===== src/rtl/deco_issue_seq.sv =====
// Decode-stage issue sequencer: captures one instruction per handshake,
// sign-extends its immediate and issues scalar (1 beat) or vector beats.
//
// Ports:
//   clk, rst        rising-edge clock, synchronous active-high reset
//   flush           synchronous pipeline flush (drops any pending beats)
//   in_valid/ready  fetch handshake; in_instr is the instruction word
//   out_valid/ready execute handshake for each issued beat
//   out_instr       captured instruction, stable for all of its beats
//   out_imm         sext(imm) + beat*BEAT_STRIDE (wraps mod 2^DATA_W)
//   out_beat        beat index within the instruction
//   out_last        final beat of the instruction
//   stall_cnt       saturating count of out_valid && !out_ready cycles
module deco_issue_seq #(
    parameter int INSTR_W     = 32,
    parameter int IMM_W       = 19,
    parameter int DATA_W      = 32,
    parameter int NUM_BEATS   = 4,
    parameter int BEAT_STRIDE = 4,
    parameter int VEC_BIT     = 26,
    localparam int BEAT_W     = (NUM_BEATS > 1) ? $clog2(NUM_BEATS) : 1
) (
    input  logic               clk,
    input  logic               rst,
    input  logic               flush,
    input  logic               in_valid,
    output logic               in_ready,
    input  logic [INSTR_W-1:0] in_instr,
    output logic               out_valid,
    input  logic               out_ready,
    output logic [INSTR_W-1:0] out_instr,
    output logic [DATA_W-1:0]  out_imm,
    output logic [BEAT_W-1:0]  out_beat,
    output logic               out_last,
    output logic [15:0]        stall_cnt
);

    localparam logic [1:0] EMPTY  = 2'd0;
    localparam logic [1:0] SCALAR = 2'd1;
    localparam logic [1:0] VECTOR = 2'd2;

    localparam logic [BEAT_W-1:0] LAST_BEAT = BEAT_W'(NUM_BEATS - 1);
    localparam logic [DATA_W-1:0] STRIDE    = DATA_W'(BEAT_STRIDE);

    logic [1:0]         state;
    logic [1:0]         state_d;
    logic [INSTR_W-1:0] instr_d;
    logic [DATA_W-1:0]  imm_d;
    logic [BEAT_W-1:0]  beat_d;
    logic               last_d;
    logic [15:0]        stall_d;

    logic               in_fire;
    logic               out_fire;
    logic               stalled;
    logic [DATA_W-1:0]  sext_imm;
    logic [BEAT_W-1:0]  beat_nxt;

    assign out_valid = (state != EMPTY);
    assign out_fire  = out_valid && out_ready;
    assign stalled   = out_valid && !out_ready;

    // Ready depends on out_ready so a completing final beat can be
    // replaced in the same cycle (no bubble between scalars).
    assign in_ready = !rst && !flush &&
                      ((state == EMPTY) || (out_fire && out_last));
    assign in_fire  = in_valid && in_ready;

    assign sext_imm = {{(DATA_W-IMM_W){in_instr[IMM_W-1]}},
                       in_instr[IMM_W-1:0]};
    assign beat_nxt = out_beat + 1'b1;

    always_comb begin
        state_d = state;
        instr_d = out_instr;
        imm_d   = out_imm;
        beat_d  = out_beat;
        last_d  = out_last;
        if (flush) begin
            // Pending beats are dropped; payload fields are left as-is.
            state_d = EMPTY;
            last_d  = 1'b0;
        end else if (in_fire) begin
            instr_d = in_instr;
            imm_d   = sext_imm;
            beat_d  = '0;
            if (in_instr[VEC_BIT]) begin
                state_d = VECTOR;
                last_d  = 1'b0;
            end else begin
                state_d = SCALAR;
                last_d  = 1'b1;
            end
        end else if (out_fire) begin
            if (out_last) begin
                state_d = EMPTY;
                last_d  = 1'b0;
            end else begin
                beat_d = beat_nxt;
                imm_d  = out_imm + STRIDE;
                last_d = (beat_nxt == LAST_BEAT);
            end
        end
    end

    // Stall counting is independent of flush; only reset clears it.
    always_comb begin
        stall_d = stall_cnt;
        if (stalled && (stall_cnt != 16'hFFFF)) begin
            stall_d = stall_cnt + 16'd1;
        end
    end

    always_ff @(posedge clk) begin
        if (rst) begin
            state     <= EMPTY;
            out_instr <= '0;
            out_imm   <= '0;
            out_beat  <= '0;
            out_last  <= 1'b0;
            stall_cnt <= '0;
        end else begin
            state     <= state_d;
            out_instr <= instr_d;
            out_imm   <= imm_d;
            out_beat  <= beat_d;
            out_last  <= last_d;
            stall_cnt <= stall_d;
        end
    end

endmodule


===== config.mk =====
export PLATFORM = sky130hd
export DESIGN_NAME = deco_issue_seq
export DESIGN_NICKNAME = d
export VERILOG_FILES = /design/src/rtl/deco_issue_seq.sv
export SDC_FILE = /design/constraint.sdc
export NUM_CORES = 1
export LEC_CHECK = 0
export ABC_AREA = 1
export BUFFER_PORTS_ARGS = -buffer_cell sky130_fd_sc_hd__buf_4
export CORE_MARGIN = 4
export CORE_UTILIZATION = 57
export DETAILED_ROUTE_END_ITERATION = 16
export GPL_TIMING_DRIVEN = 0
export PLACE_DENSITY = 0.93
export SYNTH_ARGS = -nofsm -noshare
export SYNTH_HDL_FRONTEND = slang
export SYNTH_SLANG_ARGS = --single-unit

===== constraint.sdc =====
create_clock -name clk -period 4.7 [get_ports clk]
set_input_delay 0.94 -clock clk [delete_from_list [all_inputs] [get_ports clk]]
set_output_delay 0.94 -clock clk [all_outputs]
set_load 0.01 [all_outputs]

==> run_results.csv, run 1 <==
group,metric,value,unit
clock_tree,post_cts_buffers,0,
final_layout,layout.nets,868,
clock_tree,clock_sinks,85,
floorplanning,dieArea,0.009360,mm²
floorplanning,io_pins,122,
global_routing,grt_pass1_wl,22800,µm
pwr,p_int,1.024,mW
synth,synth_top_area_share,37.90,%
floorplanning,die_w,96.75,µm
final_layout,nFillCells,613,
synth,synth_area_per_cell,6.450,µm²
worst_hold_path,hp-class,"flip-flop to flip-flop",
route,via_count,5166,
clock_tree,clockRootBuffer,"clkbuf_8",
timing,skew,0.01688,ns
setup_path,crit_arrival,1.77,ns
pwr,pwr-share-clk,36.1,%
timing,hold_violations,0,
timing,min_period,2.705,ns
clock_tree,cts_made_buffers,9,
setup_path,cp_common_cell,"buf_4",
clock_tree,clockBufferDepth,2,
route,drc_errors,0,
synth,synthCells,696,
synth,synth-seq-cells,85,
timing,fmax,369.7,MHz
setup_path,worst-r2r-setup-slack,2.84,ns
setup_path,timing.rr.start,"stall_cnt[0]",
clock_tree,insertion_delay,0.37,ns
pwr,irDropWorstVdd,220.2,µV
route,wl_per_cell,14.87,µm
setup_path,path_class,"input pin to output port",
placed_design,dp_hpwl,10370,µm
pwr,sw_frac_of_total,29.67,%
timing,tns,0,ns
setup_path,cp-start-kind,"input pin",
route,dr.pass1.iters,5,
global_routing,grt_overflow,0,
pwr,seqPwrFrac,52.2,%
clock_tree,hold_buffers,0,
synth,synth_area,0.004489,mm²
floorplanning,start_util,58.40,%
timing,worst_pin_slew,0.6662,ns
setup_path,r2r_end,"stall_cnt[14]",
synth,yosysSeqAreaShare,37.90,%
placed_design,place_congestion,0.9019,
pwr,switching_power,0.4321,mW
final_layout,fin_util,74.45,%
clock_tree,cts_resized,0,
pwr,p_comb_share,11.6,%
worst_hold_path,min_to,"out_instr[7]",
route,routed_wl,13910,µm
global_routing,grt_usage,28.90,%
route,drt_iter0_markers,452,
final_layout,seqCellArea,0.001702,mm²
clock_tree,cts.clk_slew.worst_paths,0.10,ns
setup_path,cp.required,3.76,ns
worst_hold_path,hold_depth,2,
floorplanning,core-area,0.007687,mm²
setup_path,cp_num_cells,5,
run_status,status,"complete, no violations",
floorplanning,rows,32,
synth,synth_warnings,0,
flow_run,maxCapViolations,0,
final_layout,diodes,0,
timing,rsz0062_at_grt,"no",
synth,synth_nets,736,
timing,relSlewSlack,55.59,%
final_layout,layout-drive-gt1-share,23.17,%
synth,ys_types,29,
clock_tree,h-tree-depth,3,
route,final_antenna_net_count,0,
global_routing,grt_pass1_vias,4856,
setup_path,cp_top_family,"buffers and inverters",
synth,synth.largest_area_cell,"dfxtp_1",
final_layout,syn2layout_area_growth,27.48,%
timing,period_share,57.56,%
setup_path,worst_r2r_path_depth,9,
setup_path,worstSetupEndpointType,"output port",
setup_path,path_buf_inv,3,
global_routing,grt_start_max_net_pins,19,
timing,finalSetupViolCount,0,
final_layout,multi_input_area,0.002422,mm²
placed_design,port_buffers,121,
pwr,power_leakage,2.473,nW
setup_path,path_cells,"buf_4 -> nor2_1 -> inv_1 -> a21oi_1 -> buf_4",
timing,drv_slew,0,
setup_path,max_stage_delay,0.25,ns
setup_path,path_max_fanout,4,
synth,ys_top_cells_by_area,"dfxtp_1 38%, nand2_1 22%, a21oi_1 6.7%",
pwr,power_density,254.5,mW/mm²
route,vias_per_cell,5.525,
setup_path,cpMaxStageDelayCell,"nor2_1",
clock_tree,cts_tree,"built",
global_routing,antenna_found_initial,0,
floorplanning,die_height,96.75,µm
worst_hold_path,worstHoldStart,"out_instr[7]",
timing,timing.hold.ws,0.4715,ns
==> final cells by class <==
| cell class | count | area share (%) |
|---|---|---|
| inverters | 58 | 3.804 |
| clock buffers | 9 | 2.164 |
| clock inverters | 7 | 1.290 |
| repair buffers | 121 | 15.87 |
| multi-input cells | 527 | 42.33 |
| flip-flops and latches | 85 | 29.73 |
| well taps | 102 | 2.230 |
| plain buffers | 26 | 2.580 |
==> cells in the mapped netlist, drive strengths merged <==
library cell,n
a21oi,75
nand2,264
xnor2,6
nand4,6
or2,4
o21a,1
xor2,4
nor3,3
o21ai,24
clkbuf,8
ha,3
nor2,79
nand3b,4
nand3,53
a31oi,1
inv,58
buf,18
dfxtp,85
==> flip-flops by register name (all words and copies together), names as in the netlist <==
signal and cells:
out_imm 32, out_instr 32, stall_cnt 16, out_beat 2, state 2, out_last 1
==> routing by layer <==
layer / up-vias / track usage [%] / routed length [µm]
li1: 2478 / - / -
met1: 2420 / 36.81 / 5740
met2: 233 / 47.35 / 6603
met3: 35 / 7.210 / 1228
met4: 0 / 10.58 / 334
met5: - / 0 / 0
==> worst max-delay path by stage <==
stage	startpoint	to	slack, ns
6_report	flush	in_ready	1.99
5_1_grt	flush	in_ready	1.93
4_1_cts	flush	in_ready	2.00
3_5_place_dp	flush	in_ready	2.00
3_3_place_gp	flush	in_ready	2.04
2_1_floorplan	flush	in_ready	2.26
==> worst register-to-register path, stage by stage (launching register included) <==
cell and delay (ns):
dfxtp_1 0.41, ha_1 0.23, nand2_2 0.10, nor2_4 0.15
nand2_2 0.11, o21ai_4 0.30, inv_2 0.11, buf_6 0.16
nand2_1 0.10, a21oi_2 0.06
==> power by group through the flow <==
stage,sequential (mW),clock [mW],combinational [mW]
6_report,0.761,0.526,0.170
4_1_cts,0.760,0.528,0.168
3_3_place_gp,0.776,0,0.160
5_1_grt,0.764,0.558,0.185
3_5_place_dp,0.777,0,0.166
2_1_floorplan,0.782,0,0.0762
==> through the flow <==
| step | area (µm²) | setup WS (ns) | total power [mW] | instances |
|---|---|---|---|---|
| after detailed placement | 5525 | 2.005 | 0.9429 | 919 |
| after CTS | 5723 | 1.999 | 1.456 | 935 |
| final | 5723 | 1.995 | 1.457 | 935 |
| after global routing | 5723 | 1.930 | 1.507 | 935 |
| after global placement | 5525 | 2.038 | 0.9363 | 919 |
| after floorplan | 4489 | 2.256 | 0.8577 | 696 |
==> kinds of logic after synthesis <==
family / Yosys count / synth area share (%)
AOI/OAI and AO/OA: 101 / 12.85
xor gates and xnor gates: 10 / 1.951
buffers and inverters: 84 / 8.138
and+or+nand+nor: 413 / 38.32
DFF: 85 / 37.90
adders and majority gates: 3 / 0.8362
==> cell usage in the layout (no fill, tap or decap), drive strengths merged <==
cell / netlist / final
a21oi: 75 / 75
nor3: 3 / 3
clkbuf: 8 / 17
dfxtp: 85 / 85
inv: 58 / 62
xnor2: 6 / 6
or2: 4 / 4
a31oi: 1 / 1
buf: 18 / 139
nand3: 53 / 53
nand2: 264 / 264
clkinv: 0 / 3
xor2: 4 / 4
o21ai: 24 / 24
nand4: 6 / 6
nor2: 79 / 79
ha: 3 / 3
o21a: 1 / 1
nand3b: 4 / 4
Note: power is estimated with default switching activity, not from simulation.
==> run 2: changes to the inputs <==
--- a/config.mk
+++ b/config.mk
@@ -5,13 +5,13 @@
 export SDC_FILE = /design/constraint.sdc
 export NUM_CORES = 1
 export LEC_CHECK = 0
-export ABC_AREA = 1
+export ABC_AREA = 0
 export BUFFER_PORTS_ARGS = -buffer_cell sky130_fd_sc_hd__buf_4
 export CORE_MARGIN = 4
-export CORE_UTILIZATION = 57
+export CORE_UTILIZATION = 51
 export DETAILED_ROUTE_END_ITERATION = 16
 export GPL_TIMING_DRIVEN = 0
-export PLACE_DENSITY = 0.93
+export PLACE_DENSITY = 0.86
 export SYNTH_ARGS = -nofsm -noshare
 export SYNTH_HDL_FRONTEND = slang
 export SYNTH_SLANG_ARGS = --single-unit
==> constraint.sdc (replaced) <==
create_clock -name clk -period 2.49 [get_ports clk]
set_input_delay 0.498 -clock clk [delete_from_list [all_inputs] [get_ports clk]]
set_output_delay 0.498 -clock clk [all_outputs]
set_load 0.01 [all_outputs]
==> run 2 against run 1 <==
Compared with the run above: clock skew down 0.0055 ns; cell count down 21%; first-iteration DRC count down 34%; die area down 0.46%; synthesized cell count down 28%; via count down 16%; sequential cell count unchanged; core utilization down 6.5 points; worst setup slack worse by 1.8 ns; highest routed layer unchanged.
==> run_results.csv, run 2 <==
group,metric,value,unit
final_layout,syn2layout_area_growth,30.62,%
timing,skew,0.01137,ns
synth,ys_types,56,
synth,synth-main-ff-cell,"dfxtp_1",
setup_path,path_buf_inv,1,
setup_path,timing.rr.start,"out_imm[2]",
floorplanning,die_w,96.52,µm
final_layout,fin_cells,738,
clock_tree,h-tree-depth,3,
pwr,power_leakage,2.018,nW
route,wl_per_cell,16.83,µm
timing,fmax,440.3,MHz
global_routing,grt_start_max_net_pins,18,
placed_design,port_buffers,120,
final_layout,final_cell_mix,"122 x buf_4, 97 x nand2_1, 85 x dfxtp_1",
flow_run,maxCapViolations,0,
pwr,power_density,513.4,mW/mm²
route,vias_per_cell,5.890,
route,via_count,4347,
timing,worst_pin_slew,0.7343,ns
placed_design,place_ws,0.1736,ns
route,drc_errors,0,
floorplanning,rows,32,
synth,synth_area,0.003996,mm²
timing,finalSetupViolCount,0,
synth,synthCells,500,
run_status,status,"complete, no violations",
synth,yosysMostFrequentCell,"nand2_1",
setup_path,cp.required,2.69,ns
synth,synth_warnings,0,
timing,rsz0062_at_grt,"no",
timing,relSlewSlack,50.96,%
placed_design,place_congestion,0.9973,
floorplanning,core-area,0.007687,mm²
pwr,power,2.680,mW
clock_tree,cts_made_buffers,9,
final_layout,layout-drive-gt1-share,25.63,%
pwr,irDropWorstVdd,346.7,µV
route,final_antenna_net_count,0,
timing,min_period,2.271,ns
global_routing,grt_pass1_wl,19300,µm
route,routed_wl,12420,µm
floorplanning,start_util,51.99,%
floorplanning,io_pins,122,
global_routing,antenna_found_initial,0,
synth,synth_area_per_cell,7.993,µm²
final_layout,layout.nets,671,
setup_path,crit_arrival,2.47,ns
worst_hold_path,hp-class,"input pin to flip-flop",
route,dr.pass1.iters,4,
timing,hold_violations,0,
timing,timing.hold.ws,0.3713,ns
setup_path,crit_start,"out_imm[2]",
clock_tree,cts.clk_slew.worst_paths,0.10,ns
placed_design,place_area,0.005025,mm²
final_layout,diodes,0,
setup_path,cp-start-kind,"flip-flop",
global_routing,grt_usage,26.74,%
floorplanning,die_height,96.52,µm
setup_path,path_max_fanout,10,
global_routing,grt_overflow,0,
setup_path,cp_top_family,"simple AND/OR/NAND/NOR gates",
final_layout,layout_commonest_cell,"buf_4",
setup_path,max_stage_delay,0.47,ns
synth,synth.largest_area_cell,"dfxtp_1",
final_layout,fin_util,67.90,%
worst_hold_path,worstHoldStart,"in_instr[27]",
placed_design,dp_hpwl,9209,µm
final_layout,final_cell_area,0.005220,mm²
timing,tns,0,ns
global_routing,grt-busiest-layer,"met2",
synth,synth_common_cells,"97 x nand2_1, 85 x dfxtp_1, 54 x a21oi_1",
synth,synth-seq-cells,85,
route,drt_iter0_markers,299,
clock_tree,cts_tree,"built",
synth,yosysSeqAreaShare,42.58,%
timing,fin_ws,0.2191,ns
clock_tree,clockRootBuffer,"clkbuf_8",
setup_path,worstSetupEndpointType,"flip-flop",
placed_design,dp.cells,722,
global_routing,grt_pass1_vias,4040,
final_layout,reg_top3,"out_imm x32, out_instr x32, stall_cnt x16",
synth,synth_nets,540,
synth,synth_edf_count,0,
setup_path,path_cells,"ha_1 -> nand3_1 -> nor4_2 -> buf_2 -> a211oi_1 -> o21ai_0 -> o311ai_0",
timing,drv_slew,0,
clock_tree,clockBufferDepth,2,
synth,ys_async_sr_fraction,0,%
synth,synth_top_area_share,42.58,%
global_routing,gr-usage-met1,32.98,%
clock_tree,insertion_delay,0.36,ns
clock_tree,clock_sinks,85,
timing,period_share,91.20,%
synth,ys_top_cells_by_area,"dfxtp_1 43%, nand2_1 9.1%, a21oi_1 6.8%",
floorplanning,dieArea,0.009316,mm²
global_routing,grt_use_met2,43.56,%
global_routing,met3_usage,8.133,%
clock_tree,post_cts_buffers,0,
setup_path,path_class,"flip-flop to flip-flop",
setup_path,cpMaxStageDelayCell,"nor4_2",
## run 2: logic make-up (layout without fill, tap and decap cells)
| group | after synthesis | after routing | synth area share [%] |
|---|---|---|---|
| xor gates and xnor gates | 11 | 11 | 2.411 |
| AOI/OAI and AO/OA | 135 | 135 | 21.32 |
| and+or+nand+nor | 223 | 223 | 27.49 |
| muxes | 4 | 4 | 1.064 |
| adders and majority gates | 3 | 3 | 0.9394 |
| DFF | 85 | 85 | 42.58 |
| buffers and inverters | 39 | 175 | 4.195 |
## run 2: per-layer routing
layer  wire [µm]  up-vias
li1            -     2064
met1        5059     2036
met2        5907      216
met3        1180       31
met4         276        0
met5           0        -
## run 2: worst paths after layout
check / cells past startpoint / slack [ns] / endpoint
worst max-delay path: 7 / 0.22 / out_imm[22]
worst min-delay path: 3 / 0.37 / out_instr[27]
worst max register to register: 7 / 0.22 / out_imm[22]
worst min register to register: 2 / 0.46 / out_instr[11]
## run 2: worst min-delay path, stage by stage
cell and delay, ns:
buf_4 0.11, nand2_1 0.04, a21oi_1 0.05
## run 2: power by group
group | internal [mW] | switching [mW]
clock | 0.387 | 0.573
sequential | 1.40 | 0.0359
combinational | 0.129 | 0.161
## run 2: final cells by class
type / instances / area, µm²
plain buffers: 33 / 145.1
clock buffers: 9 / 123.9
clock inverters: 7 / 65.06
fillers: 656 / 2467
inverters: 6 / 22.52
multi-input cells: 376 / 2133
flip-flops and latches: 85 / 1702
well taps: 102 / 127.6
repair buffers: 120 / 900.9
## run 2: timing repair
action,CTS,global route
setup endpoints to repair,0,6
resized for setup,0,1
endpoints found under the hold margin,0,0
hold buffers,0,0
==> run 3: changes to the inputs <==
--- a/config.mk
+++ b/config.mk
@@ -7,10 +7,10 @@
 export LEC_CHECK = 0
 export ABC_AREA = 0
 export BUFFER_PORTS_ARGS = -buffer_cell sky130_fd_sc_hd__buf_4
+export CAP_MARGIN = 25
 export CORE_MARGIN = 4
 export CORE_UTILIZATION = 51
 export DETAILED_ROUTE_END_ITERATION = 16
-export GPL_TIMING_DRIVEN = 0
 export PLACE_DENSITY = 0.86
 export SYNTH_ARGS = -nofsm -noshare
 export SYNTH_HDL_FRONTEND = slang
==> run 3 against run 2 <==
Compared with the run above: via count is 3.4% lower; sequential power is essentially flat; combinational power is 3% lower; routed wire length down 7.2%; die area stayed put; design area is 0.31% higher; clock power grew 14%; register-to-register slack gained 0.07 ns; total power increased by 4.5%; critical endpoint is now out_imm[26]; largest cell class unchanged; largest power group unchanged; highest routed layer unchanged.
==> run_results.csv, run 3 (synthesized netlist as in run 2, its figures left out) <==
group,metric,value,unit
run_status,status,"complete, no violations",
timing,tns,0,ns
setup_path,path_class,"flip-flop to flip-flop",
clock_tree,hold_buffers,0,
route,vias_per_cell,5.841,
timing,period_share,88.45,%
final_layout,final_cell_mix,"132 x buf_4, 96 x nand2_1, 85 x dfxtp_1",
setup_path,worstSetupEndpointType,"flip-flop",
clock_tree,post_cts_buffers,0,
floorplanning,die_w,96.52,µm
pwr,power_density,535.1,mW/mm²
final_layout,layout.nets,652,
route,wl_per_cell,16.04,µm
clock_tree,cts.clk_slew.worst_paths,0.09,ns
route,via_count,4200,
floorplanning,core-area,0.007687,mm²
timing,skew,0.008753,ns
final_layout,nFillCells,669,
setup_path,worst_r2r_path_depth,7,
setup_path,r2r_end,"out_imm[26]",
clock_tree,clockBufferDepth,2,
timing,finalSetupViolCount,0,
global_routing,grt_pass1_wl,18140,µm
worst_hold_path,min_to,"state[1]",
setup_path,timing.rr.start,"out_imm[2]",
final_layout,reg_top3,"out_imm x32, out_instr x32, stall_cnt x16",
timing,min_period,2.202,ns
pwr,power,2.802,mW
clock_tree,h-tree-depth,3,
timing,fmax,454.1,MHz
final_layout,layout-drive-gt1-share,26.74,%
flow_run,maxCapViolations,0,
floorplanning,rows,32,
clock_tree,cts_made_buffers,9,
pwr,power_leakage,2.030,nW
timing,rsz0062_at_grt,"no",
setup_path,worst-r2r-setup-slack,0.29,ns
worst_hold_path,hp-class,"input pin to flip-flop",
timing,drv_slew,0,
timing,hold_violations,0,
placed_design,port_buffers,121,
route,drc_errors,0,
clock_tree,cts_resized,0,
route,drt_iter0_markers,282,
worst_hold_path,worstHoldStart,"flush",
final_layout,diodes,0,
global_routing,grt_usage,24.60,%
clock_tree,clockRootBuffer,"clkbuf_8",
global_routing,grt_pass1_vias,3867,
final_layout,syn2layout_area_growth,31.03,%
final_layout,layout_commonest_cell,"buf_4",
clock_tree,clock_sinks,85,
timing,worst_pin_slew,0.5631,ns
clock_tree,cts_tree,"built",
timing,relSlewSlack,62.11,%
floorplanning,io_pins,122,
floorplanning,die_height,96.52,µm
pwr,irDropWorstVdd,322.4,µV
global_routing,antenna_found_initial,0,
placed_design,dp_hpwl,8422,µm
setup_path,crit_arrival,2.48,ns
clock_tree,insertion_delay,0.36,ns
route,final_antenna_net_count,0,
worst_hold_path,hold_depth,2,
setup_path,cp.required,2.77,ns
setup_path,path_max_fanout,12,
setup_path,cp-start-kind,"flip-flop",
floorplanning,dieArea,0.009316,mm²
global_routing,grt_overflow,0,
global_routing,grt_start_max_net_pins,48,
placed_design,place_congestion,0.9790,
route,routed_wl,11530,µm
route,dr.pass1.iters,4,
floorplanning,start_util,51.99,%
==> run 3: changes by cell type in the layout (fill, tap and decap cells not counted), sizes merged <==
cell and delta:
clkinv +3, bufinv +2, clkinvlp -2, inv -3, clkbuf -19
==> run 3: through the flow <==
step	utilization [%]	hold slack [ns]	worst slack, ns	instances	cell area [µm²]
after global placement	65.22	0.4421	0.4016	703	5014
final	68.12	0.3765	0.2877	719	5236
after CTS	68.12	0.3692	0.3392	719	5236
after detailed placement	65.22	0.4473	0.2683	703	5014
after global routing	68.12	0.3649	0.06841	719	5236
after floorplan	-	0.4805	0.5975	500	3996
==> run 3: worst max-delay path, cell delays in order (launching register included) <==
cell and delay (ns):
dfxtp_1 0.46, ha_1 0.27, nand3_1 0.18, nor4_1 0.33
buf_4 0.25, nand4_1 0.13, or3_1 0.34, a31oi_1 0.16
==> run 3: final cells by class <==
type                            instances  area [µm²]  area share, %
Clock buffer                            9       123.9          2.366
Clock inverter                          7       98.84          1.888
Inverter                                6       22.52         0.4301
Multi-Input combinational cell        376        2131          40.69
Sequential cell                        85        1702          32.50
Tap cell                              102       127.6          2.437
Timing Repair Buffer                  134        1031          19.69
==> run 3: per-layer routing <==
metal	global-route usage [%]	part of all wire [%]
met5	0	0
met1	30.37	40
met2	40.40	48
met4	11.21	2.9
met3	6.119	9.6
==> run 3: worst max path at each step <==
stage,from,to,slack [ns],depth (start not counted)
floorplan,flush,out_imm[27],0.60,9
CTS,out_imm[2],out_imm[26],0.34,7
finish,out_imm[2],out_imm[26],0.29,7
detailed placement,flush,out_imm[7],0.27,7
global route,out_imm[2],out_imm[26],0.07,7
global placement,out_imm[2],out_imm[26],0.40,7
==> run 3: power breakdown <==
group | leakage [nW] | internal [mW] | switching [mW]
sequential | 0.689 | 1.39 | 0.0369
combinational | 1.23 | 0.132 | 0.148
clock | 0.110 | 0.570 | 0.521
total | 2.03 | 2.10 | 0.705
